### config.mk
export PLATFORM = sky130hd
export DESIGN_NAME = mips_register_file_flat
export DESIGN_NICKNAME = d
export VERILOG_FILES = /design/src/rtl/regfile_pkg.sv /design/src/rtl/mips_register_file_if.sv /design/src/rtl/regfile_read_port.sv /design/src/rtl/mips_register_file.sv /design/src/flat_wrapper.sv
export SDC_FILE = /design/constraint.sdc
export NUM_CORES = 2
export LEC_CHECK = 0
export ABC_AREA = 1
export ABC_CLOCK_PERIOD_IN_PS = 1400
export BUFFER_PORTS_ARGS = -buffer_cell sky130_fd_sc_hd__buf_2
export CAP_MARGIN = 0
export CELL_PAD_IN_SITES_DETAIL_PLACEMENT = 0
export CELL_PAD_IN_SITES_GLOBAL_PLACEMENT = 1
export CORE_AREA = 8 8 436 438
export CTS_CLUSTER_SIZE = 24
export DETAILED_ROUTE_END_ITERATION = 10
export DIE_AREA = 0 0 444 446
export PLACE_DENSITY = 0.8
export RECOVER_POWER = 50
export SLEW_MARGIN = 5
export SYNTH_ARGS = -nofsm -noshare
export SYNTH_HDL_FRONTEND = slang
export SYNTH_SLANG_ARGS = --single-unit
### constraint.sdc
create_clock -name Clk -period 1.4 [get_ports Clk]
set_clock_uncertainty 0.1 [all_clocks]
set_input_delay 0.14 -clock Clk [delete_from_list [all_inputs] [get_ports Clk]]
set_output_delay 0.14 -clock Clk [all_outputs]
set_load 0.02 [all_outputs]
### src/rtl/regfile_pkg.sv
// Shared constants, types and helpers for the MIPS register file.
package regfile_pkg;

  localparam int unsigned NUM_REGS   = 32;
  localparam int unsigned REG_ADDR_W = 5;
  localparam int unsigned REG_DATA_W = 32;

  localparam logic [REG_ADDR_W-1:0] REG_ZERO = 5'd0;

  typedef logic [REG_DATA_W-1:0] reg_word_t;
  typedef logic [REG_ADDR_W-1:0] reg_addr_t;

  function automatic logic isZeroReg(input reg_addr_t addr);
    return addr == REG_ZERO;
  endfunction

endpackage

### src/rtl/mips_register_file_if.sv
// Register-file access bus: two read ports and one write port.
interface mips_register_file_if #(
  parameter int unsigned DATA_W = regfile_pkg::REG_DATA_W
);

  regfile_pkg::reg_addr_t RA;
  regfile_pkg::reg_addr_t RB;
  regfile_pkg::reg_addr_t RW;
  logic                   RegWr;
  logic [DATA_W-1:0]      BusW;
  logic [DATA_W-1:0]      BusA;
  logic [DATA_W-1:0]      BusB;

  modport master (
    output RA, RB, RW, RegWr, BusW,
    input  BusA, BusB
  );

  modport slave (
    input  RA, RB, RW, RegWr, BusW,
    output BusA, BusB
  );

endinterface

### src/rtl/regfile_read_port.sv
// One combinational read port: register-0 masking plus optional write-through
// forwarding when REGFILE_BYPASS_EN is defined.
module regfile_read_port
  import regfile_pkg::*;
#(
  parameter int unsigned DATA_W = 32
) (
  input  reg_addr_t         addr,
  input  logic [DATA_W-1:0] regs [1:NUM_REGS-1],
  input  logic              rst,
  input  logic              wrEn,
  input  reg_addr_t         wrAddr,
  input  logic [DATA_W-1:0] wrData,
  output logic [DATA_W-1:0] data
);

  always_comb begin
    data = '0;
    if (!isZeroReg(addr)) begin
      data = regs[addr];
    end
`ifdef REGFILE_BYPASS_EN
    // Forward the in-flight write so a same-cycle reader sees the new value.
    if (wrEn && !rst && !isZeroReg(wrAddr) && (wrAddr == addr)) begin
      data = wrData;
    end
`endif
  end

`ifndef REGFILE_BYPASS_EN
  logic unusedBypass;
  assign unusedBypass = ^{rst, wrEn, wrAddr, wrData};
`endif

endmodule

### src/rtl/mips_register_file.sv
// 32 x DATA_W register file, r0 hardwired to zero, flat debug export of every
// register. Define REGFILE_BYPASS_EN for write-through forwarding on reads.
module mips_register_file
  import regfile_pkg::*;
#(
  parameter int unsigned       DATA_W    = 32,
  parameter logic [DATA_W-1:0] RESET_VAL = '0
) (
  input  logic                Clk,
  input  logic                Rst,
  mips_register_file_if.slave bus,
  output logic [DATA_W-1:0]   regOut0,
  output logic [DATA_W-1:0]   regOut1,
  output logic [DATA_W-1:0]   regOut2,
  output logic [DATA_W-1:0]   regOut3,
  output logic [DATA_W-1:0]   regOut4,
  output logic [DATA_W-1:0]   regOut5,
  output logic [DATA_W-1:0]   regOut6,
  output logic [DATA_W-1:0]   regOut7,
  output logic [DATA_W-1:0]   regOut8,
  output logic [DATA_W-1:0]   regOut9,
  output logic [DATA_W-1:0]   regOut10,
  output logic [DATA_W-1:0]   regOut11,
  output logic [DATA_W-1:0]   regOut12,
  output logic [DATA_W-1:0]   regOut13,
  output logic [DATA_W-1:0]   regOut14,
  output logic [DATA_W-1:0]   regOut15,
  output logic [DATA_W-1:0]   regOut16,
  output logic [DATA_W-1:0]   regOut17,
  output logic [DATA_W-1:0]   regOut18,
  output logic [DATA_W-1:0]   regOut19,
  output logic [DATA_W-1:0]   regOut20,
  output logic [DATA_W-1:0]   regOut21,
  output logic [DATA_W-1:0]   regOut22,
  output logic [DATA_W-1:0]   regOut23,
  output logic [DATA_W-1:0]   regOut24,
  output logic [DATA_W-1:0]   regOut25,
  output logic [DATA_W-1:0]   regOut26,
  output logic [DATA_W-1:0]   regOut27,
  output logic [DATA_W-1:0]   regOut28,
  output logic [DATA_W-1:0]   regOut29,
  output logic [DATA_W-1:0]   regOut30,
  output logic [DATA_W-1:0]   regOut31
);

  // r0 has no storage; readers substitute zero for it.
  logic [DATA_W-1:0] regs [1:NUM_REGS-1];

  always_ff @(posedge Clk) begin
    if (Rst) begin
      for (int i = 1; i < NUM_REGS; i++) begin
        regs[i] <= RESET_VAL;
      end
    end else if (bus.RegWr && !isZeroReg(bus.RW)) begin
      regs[bus.RW] <= bus.BusW;
    end
  end

  regfile_read_port #(
    .DATA_W (DATA_W)
  ) u_read_a (
    .addr   (bus.RA),
    .regs   (regs),
    .rst    (Rst),
    .wrEn   (bus.RegWr),
    .wrAddr (bus.RW),
    .wrData (bus.BusW),
    .data   (bus.BusA)
  );

  regfile_read_port #(
    .DATA_W (DATA_W)
  ) u_read_b (
    .addr   (bus.RB),
    .regs   (regs),
    .rst    (Rst),
    .wrEn   (bus.RegWr),
    .wrAddr (bus.RW),
    .wrData (bus.BusW),
    .data   (bus.BusB)
  );

  assign regOut0  = '0;
  assign regOut1  = regs[1];
  assign regOut2  = regs[2];
  assign regOut3  = regs[3];
  assign regOut4  = regs[4];
  assign regOut5  = regs[5];
  assign regOut6  = regs[6];
  assign regOut7  = regs[7];
  assign regOut8  = regs[8];
  assign regOut9  = regs[9];
  assign regOut10 = regs[10];
  assign regOut11 = regs[11];
  assign regOut12 = regs[12];
  assign regOut13 = regs[13];
  assign regOut14 = regs[14];
  assign regOut15 = regs[15];
  assign regOut16 = regs[16];
  assign regOut17 = regs[17];
  assign regOut18 = regs[18];
  assign regOut19 = regs[19];
  assign regOut20 = regs[20];
  assign regOut21 = regs[21];
  assign regOut22 = regs[22];
  assign regOut23 = regs[23];
  assign regOut24 = regs[24];
  assign regOut25 = regs[25];
  assign regOut26 = regs[26];
  assign regOut27 = regs[27];
  assign regOut28 = regs[28];
  assign regOut29 = regs[29];
  assign regOut30 = regs[30];
  assign regOut31 = regs[31];

endmodule

### src/flat_wrapper.sv
// flat-port wrapper written by rule: the top's interface ports become plain ports
module mips_register_file_flat import regfile_pkg::*;
#(
  parameter int unsigned       DATA_W    = 32,
  parameter logic [DATA_W-1:0] RESET_VAL = '0
)
  (Clk, Rst, regOut0, regOut1, regOut2, regOut3, regOut4, regOut5, regOut6, regOut7, regOut8, regOut9, regOut10, regOut11, regOut12, regOut13, regOut14, regOut15, regOut16, regOut17, regOut18, regOut19, regOut20, regOut21, regOut22, regOut23, regOut24, regOut25, regOut26, regOut27, regOut28, regOut29, regOut30, regOut31, bus_RA, bus_RB, bus_RW, bus_RegWr, bus_BusW, bus_BusA, bus_BusB);
  mips_register_file_if #(.DATA_W(DATA_W)) bus_i ();
  input  logic Clk;
  input  logic Rst;
  output logic [DATA_W-1:0] regOut0;
  output logic [DATA_W-1:0] regOut1;
  output logic [DATA_W-1:0] regOut2;
  output logic [DATA_W-1:0] regOut3;
  output logic [DATA_W-1:0] regOut4;
  output logic [DATA_W-1:0] regOut5;
  output logic [DATA_W-1:0] regOut6;
  output logic [DATA_W-1:0] regOut7;
  output logic [DATA_W-1:0] regOut8;
  output logic [DATA_W-1:0] regOut9;
  output logic [DATA_W-1:0] regOut10;
  output logic [DATA_W-1:0] regOut11;
  output logic [DATA_W-1:0] regOut12;
  output logic [DATA_W-1:0] regOut13;
  output logic [DATA_W-1:0] regOut14;
  output logic [DATA_W-1:0] regOut15;
  output logic [DATA_W-1:0] regOut16;
  output logic [DATA_W-1:0] regOut17;
  output logic [DATA_W-1:0] regOut18;
  output logic [DATA_W-1:0] regOut19;
  output logic [DATA_W-1:0] regOut20;
  output logic [DATA_W-1:0] regOut21;
  output logic [DATA_W-1:0] regOut22;
  output logic [DATA_W-1:0] regOut23;
  output logic [DATA_W-1:0] regOut24;
  output logic [DATA_W-1:0] regOut25;
  output logic [DATA_W-1:0] regOut26;
  output logic [DATA_W-1:0] regOut27;
  output logic [DATA_W-1:0] regOut28;
  output logic [DATA_W-1:0] regOut29;
  output logic [DATA_W-1:0] regOut30;
  output logic [DATA_W-1:0] regOut31;
  input wire logic [$bits(bus_i.RA)-1:0] bus_RA;
  input wire logic [$bits(bus_i.RB)-1:0] bus_RB;
  input wire logic [$bits(bus_i.RW)-1:0] bus_RW;
  input wire logic [$bits(bus_i.RegWr)-1:0] bus_RegWr;
  input wire logic [$bits(bus_i.BusW)-1:0] bus_BusW;
  output wire logic [$bits(bus_i.BusA)-1:0] bus_BusA;
  output wire logic [$bits(bus_i.BusB)-1:0] bus_BusB;
  assign bus_i.RA = bus_RA;
  assign bus_i.RB = bus_RB;
  assign bus_i.RW = bus_RW;
  assign bus_i.RegWr = bus_RegWr;
  assign bus_i.BusW = bus_BusW;
  assign bus_BusA = bus_i.BusA;
  assign bus_BusB = bus_i.BusB;
  mips_register_file #(.DATA_W(DATA_W), .RESET_VAL(RESET_VAL)) u_core (.Clk(Clk), .Rst(Rst), .bus(bus_i), .regOut0(regOut0), .regOut1(regOut1), .regOut2(regOut2), .regOut3(regOut3), .regOut4(regOut4), .regOut5(regOut5), .regOut6(regOut6), .regOut7(regOut7), .regOut8(regOut8), .regOut9(regOut9), .regOut10(regOut10), .regOut11(regOut11), .regOut12(regOut12), .regOut13(regOut13), .regOut14(regOut14), .regOut15(regOut15), .regOut16(regOut16), .regOut17(regOut17), .regOut18(regOut18), .regOut19(regOut19), .regOut20(regOut20), .regOut21(regOut21), .regOut22(regOut22), .regOut23(regOut23), .regOut24(regOut24), .regOut25(regOut25), .regOut26(regOut26), .regOut27(regOut27), .regOut28(regOut28), .regOut29(regOut29), .regOut30(regOut30), .regOut31(regOut31));
endmodule
==> results.py <==
metrics = {
    "power_and_ir_drop": {
        "p_comb_frac": 0.193,
        "p_int_mw": 51.91,
        "swShare": 0.3183,
        "ir_worst_vdd_mv": 1.134,
        "total_power_mw": 76.15,
        "netSwitchingPower_mw": 24.24,
        "p_seq_frac": 0.375,
        "power_density_nw_per_um2": 850.4,
        "clkPwrFrac": 0.432,
        "leakage_nw": 41.54,
    },
    "synth": {
        "synth_top_area_cell": "dfxtp_1",
        "synthesis.area_um2": 54840,
        "yosysUniqueCellTypes": 19,
        "ys.flop_type": "dfxtp_1",
        "synth.top_cells.by_count": "nand2_1, nand3_1, dfxtp_1",
        "synth_seq_cells": 992,
        "yosys-top-cells-area": "dfxtp_1, nand2_1, nand3_1",
        "yosys_warnings": 0,
        "async_flop_share": 0,
        "synthCells": 9245,
        "avgSynthCellArea_um2": 5.932,
        "synth_most_common_cell": "nand2_1",
        "synth_edf_count": 0,
        "synth_seq_area_share": 0.3621,
        "synth_top_area_share": 0.3621,
    },
    "timing": {
        "rsz0062_at_grt": "yes",
        "setup_slack_ns": -1.031,
        "tightest_slew_ns": 0.9963,
        "fin_hold_ws_ns": -0.07068,
        "setup_viol": 1337,
        "slew_viol_final": 0,
        "period_share": 1.737,
        "final.setup.tns_ns": -441.24,
        "fin_crit_ns": 2.431,
        "hold_viol_final": 1,
        "fmax_mhz": 411.3,
        "slew_headroom": 0.3358,
    },
    "worst_setup_path": {
        "r2r_start": "u_core.regOut21[6]",
        "crit_arrival_ns": 2.19,
        "reg2reg_depth": 4,
        "slowest_delay_ns": 0.38,
        "endpoint_kind": "output pin",
        "crit_chain": "nand2_1, nand3_1, nand3_2, buf_6, nand2_1, nand2_1, nand2_2, nand2_2, nand2_2, buf_6",
        "r2r_slack_ns": 0,
        "crit_slowest_cell": "dfxtp_2",
        "critical_path_required_ns": 1.16,
        "reg2reg_to": "u_core.regOut21[6]",
        "cp-start-kind": "register",
        "critPathKind": "register to output pin",
        "path_max_fanout": 4,
    },
    "min_path": {
        "worstHoldStart": "bus_RW[4]",
        "holdPathStages": 8,
        "holdPathEnd": "u_core.regOut13[31]",
        "min_path_type": "primary input to register",
    },
    "grt": {
        "grt_overflow_total": 0,
        "grt_pass1_wl_um": 577700,
        "met1_usage": 0.4636,
        "grt_use_total": 0.4042,
        "met3_usage": 0.08240,
        "grt_pass1_vias": 73564,
        "busiest_layer": "met2",
        "grt_max_degree": 75,
        "grtUsageMet2": 0.6051,
        "antenna_found_initial": 23,
    },
    "floorplan": {
        "fp.dieH_um": 446,
        "row_count": 158,
        "die_area_um2": 198000,
        "initial_utilization": 0.2986,
        "ios": 1138,
        "core_um2": 183700,
        "die_w_um": 444,
    },
    "clocking": {
        "htree_levels": 3,
        "cts_buffers": 117,
        "clk_pin_slew_worst_paths_ns": 0.07,
        "cts_tree": "done",
        "clk_path_buf_depth": 3,
        "holdBufCountCts": 44,
        "cts_root_buffer": "clkbuf_16",
        "clkLatencyLatePin_ns": 0.81,
        "cts.sinks": 992,
    },
    "detailed_routing": {
        "remaining_drc_errors": 0,
        "final_antenna_net_count": 0,
        "dr_total_vias": 79106,
        "drt_wl_total_um": 426600,
        "first_iter_violations": 10517,
        "dr.pass1.iters": 7,
        "avgRoutedWirePerCell_um": 30.07,
        "viasPerCell": 5.577,
    },
    "placement": {
        "gp_congestion": 1.037,
        "port_buffers": 1105,
        "dp_hpwl_um": 318600,
        "place_ws_ns": -1.236,
    },
    "outcome": {
        "violations": "hold timing, setup timing",
        "status": "finished with violations",
    },
    "layout": {
        "nets": 11723,
        "post-route-util": 0.4876,
        "layout-drive-gt1-share": 0.4063,
        "area.growth.synth_to_final_pct": 63.28,
    },
    "job": {
        "cap_violations": 0,
    },
}
power groups by stage:
stage | clock [mW] | combinational (mW) | sequential, mW
6_report | 32.9 | 14.7 | 28.6
2_1_floorplan | 0 | 5.00 | 29.6
5_1_grt | 34.0 | 14.9 | 28.6
3_3_place_gp | 0 | 12.4 | 29.3
3_5_place_dp | 0 | 12.4 | 29.3
4_1_cts | 32.8 | 13.8 | 28.6
logic make-up (layout without fill, tap and decap cells):
| kind of cell | after synthesis | after routing | share of synthesized area |
|---|---|---|---|
| other | 1 | 48 | 0.00006838 |
| buffers and inverters | 1186 | 3678 | 0.08629 |
| AO/OA/AOI/OAI | 1078 | 1078 | 0.1081 |
| AND/OR/NAND/NOR | 5988 | 5988 | 0.4434 |
| flip-flops | 992 | 992 | 0.3621 |
layout make-up:
| cell class | instances | area [um^2] |
|---|---|---|
| Clock inverter | 58 | 663.1 |
| Fill cell | 18250 | 94110 |
| Sequential cell | 992 | 20700 |
| Tap cell | 2400 | 3003 |
| Multi-Input combinational cell | 7098 | 35440 |
| Antenna cell | 16 | 40.04 |
| Inverter | 337 | 1350 |
| Clock buffer | 156 | 3297 |
| Timing Repair Buffer | 3127 | 25060 |
through the flow:
stage / std cells / area (um^2)
after floorplan: 9276 / 55740
after global placement: 13853 / 78530
after detailed placement: 13853 / 78530
after CTS: 14136 / 87460
after global routing: 14175 / 89520
final: 14184 / 89540
critical path, delay by kind of cell, from the launching register on:
kind / cells / cell delay, ns
and+or+nand+nor: 8 / 0.69
DFF: 1 / 0.38
buffers and inverters: 2 / 0.31
layer usage:
| layer | vias up | routed length, um |
|---|---|---|
| met3 | 1506 | 42160 |
| met4 | 14 | 57390 |
| met1 | 37411 | 148000 |
| li1 | 34545 | - |
| met2 | 5630 | 178900 |
| met5 | - | 94 |
layout by cell type, fill, tap and decap left out, types with 145 or more instances in the layout:
cell type and count:
nand2_1 3812, nand3_2 274, buf_12 257, inv_1 170
nand3_1 1029, dfxtp_2 410, a21oi_1 806, a211oi_1 209
buf_6 207, nand2_4 157, dfxtp_1 495, buf_2 1027
nand2_2 243, buf_4 1548, nor2_1 293, inv_2 145
worst max path at each step:
stage	from	end	slack (ns)	cells after the start
after floorplan	bus_RB[0]	bus_BusB[27]	-0.04	13
after global placement	bus_RB[0]	bus_BusB[30]	-1.23	13
after detailed placement	bus_RB[0]	bus_BusB[30]	-1.24	13
after CTS	u_core.regOut22[6]	bus_BusB[6]	-1.08	11
after global routing	u_core.regOut18[21]	bus_BusB[21]	-1.08	9
final	u_core.regOut23[29]	bus_BusB[29]	-1.03	10
timing repair:
item                                   in CTS  in global routing
cloned                                      0                  1
setup endpoints to repair                1056               1228
gates resized for setup                  1410                714
endpoints found under the hold margin     992                  1
pin swaps                                 230                252
setup buffers                              44                 45
(Power assumes the default switching activity.)
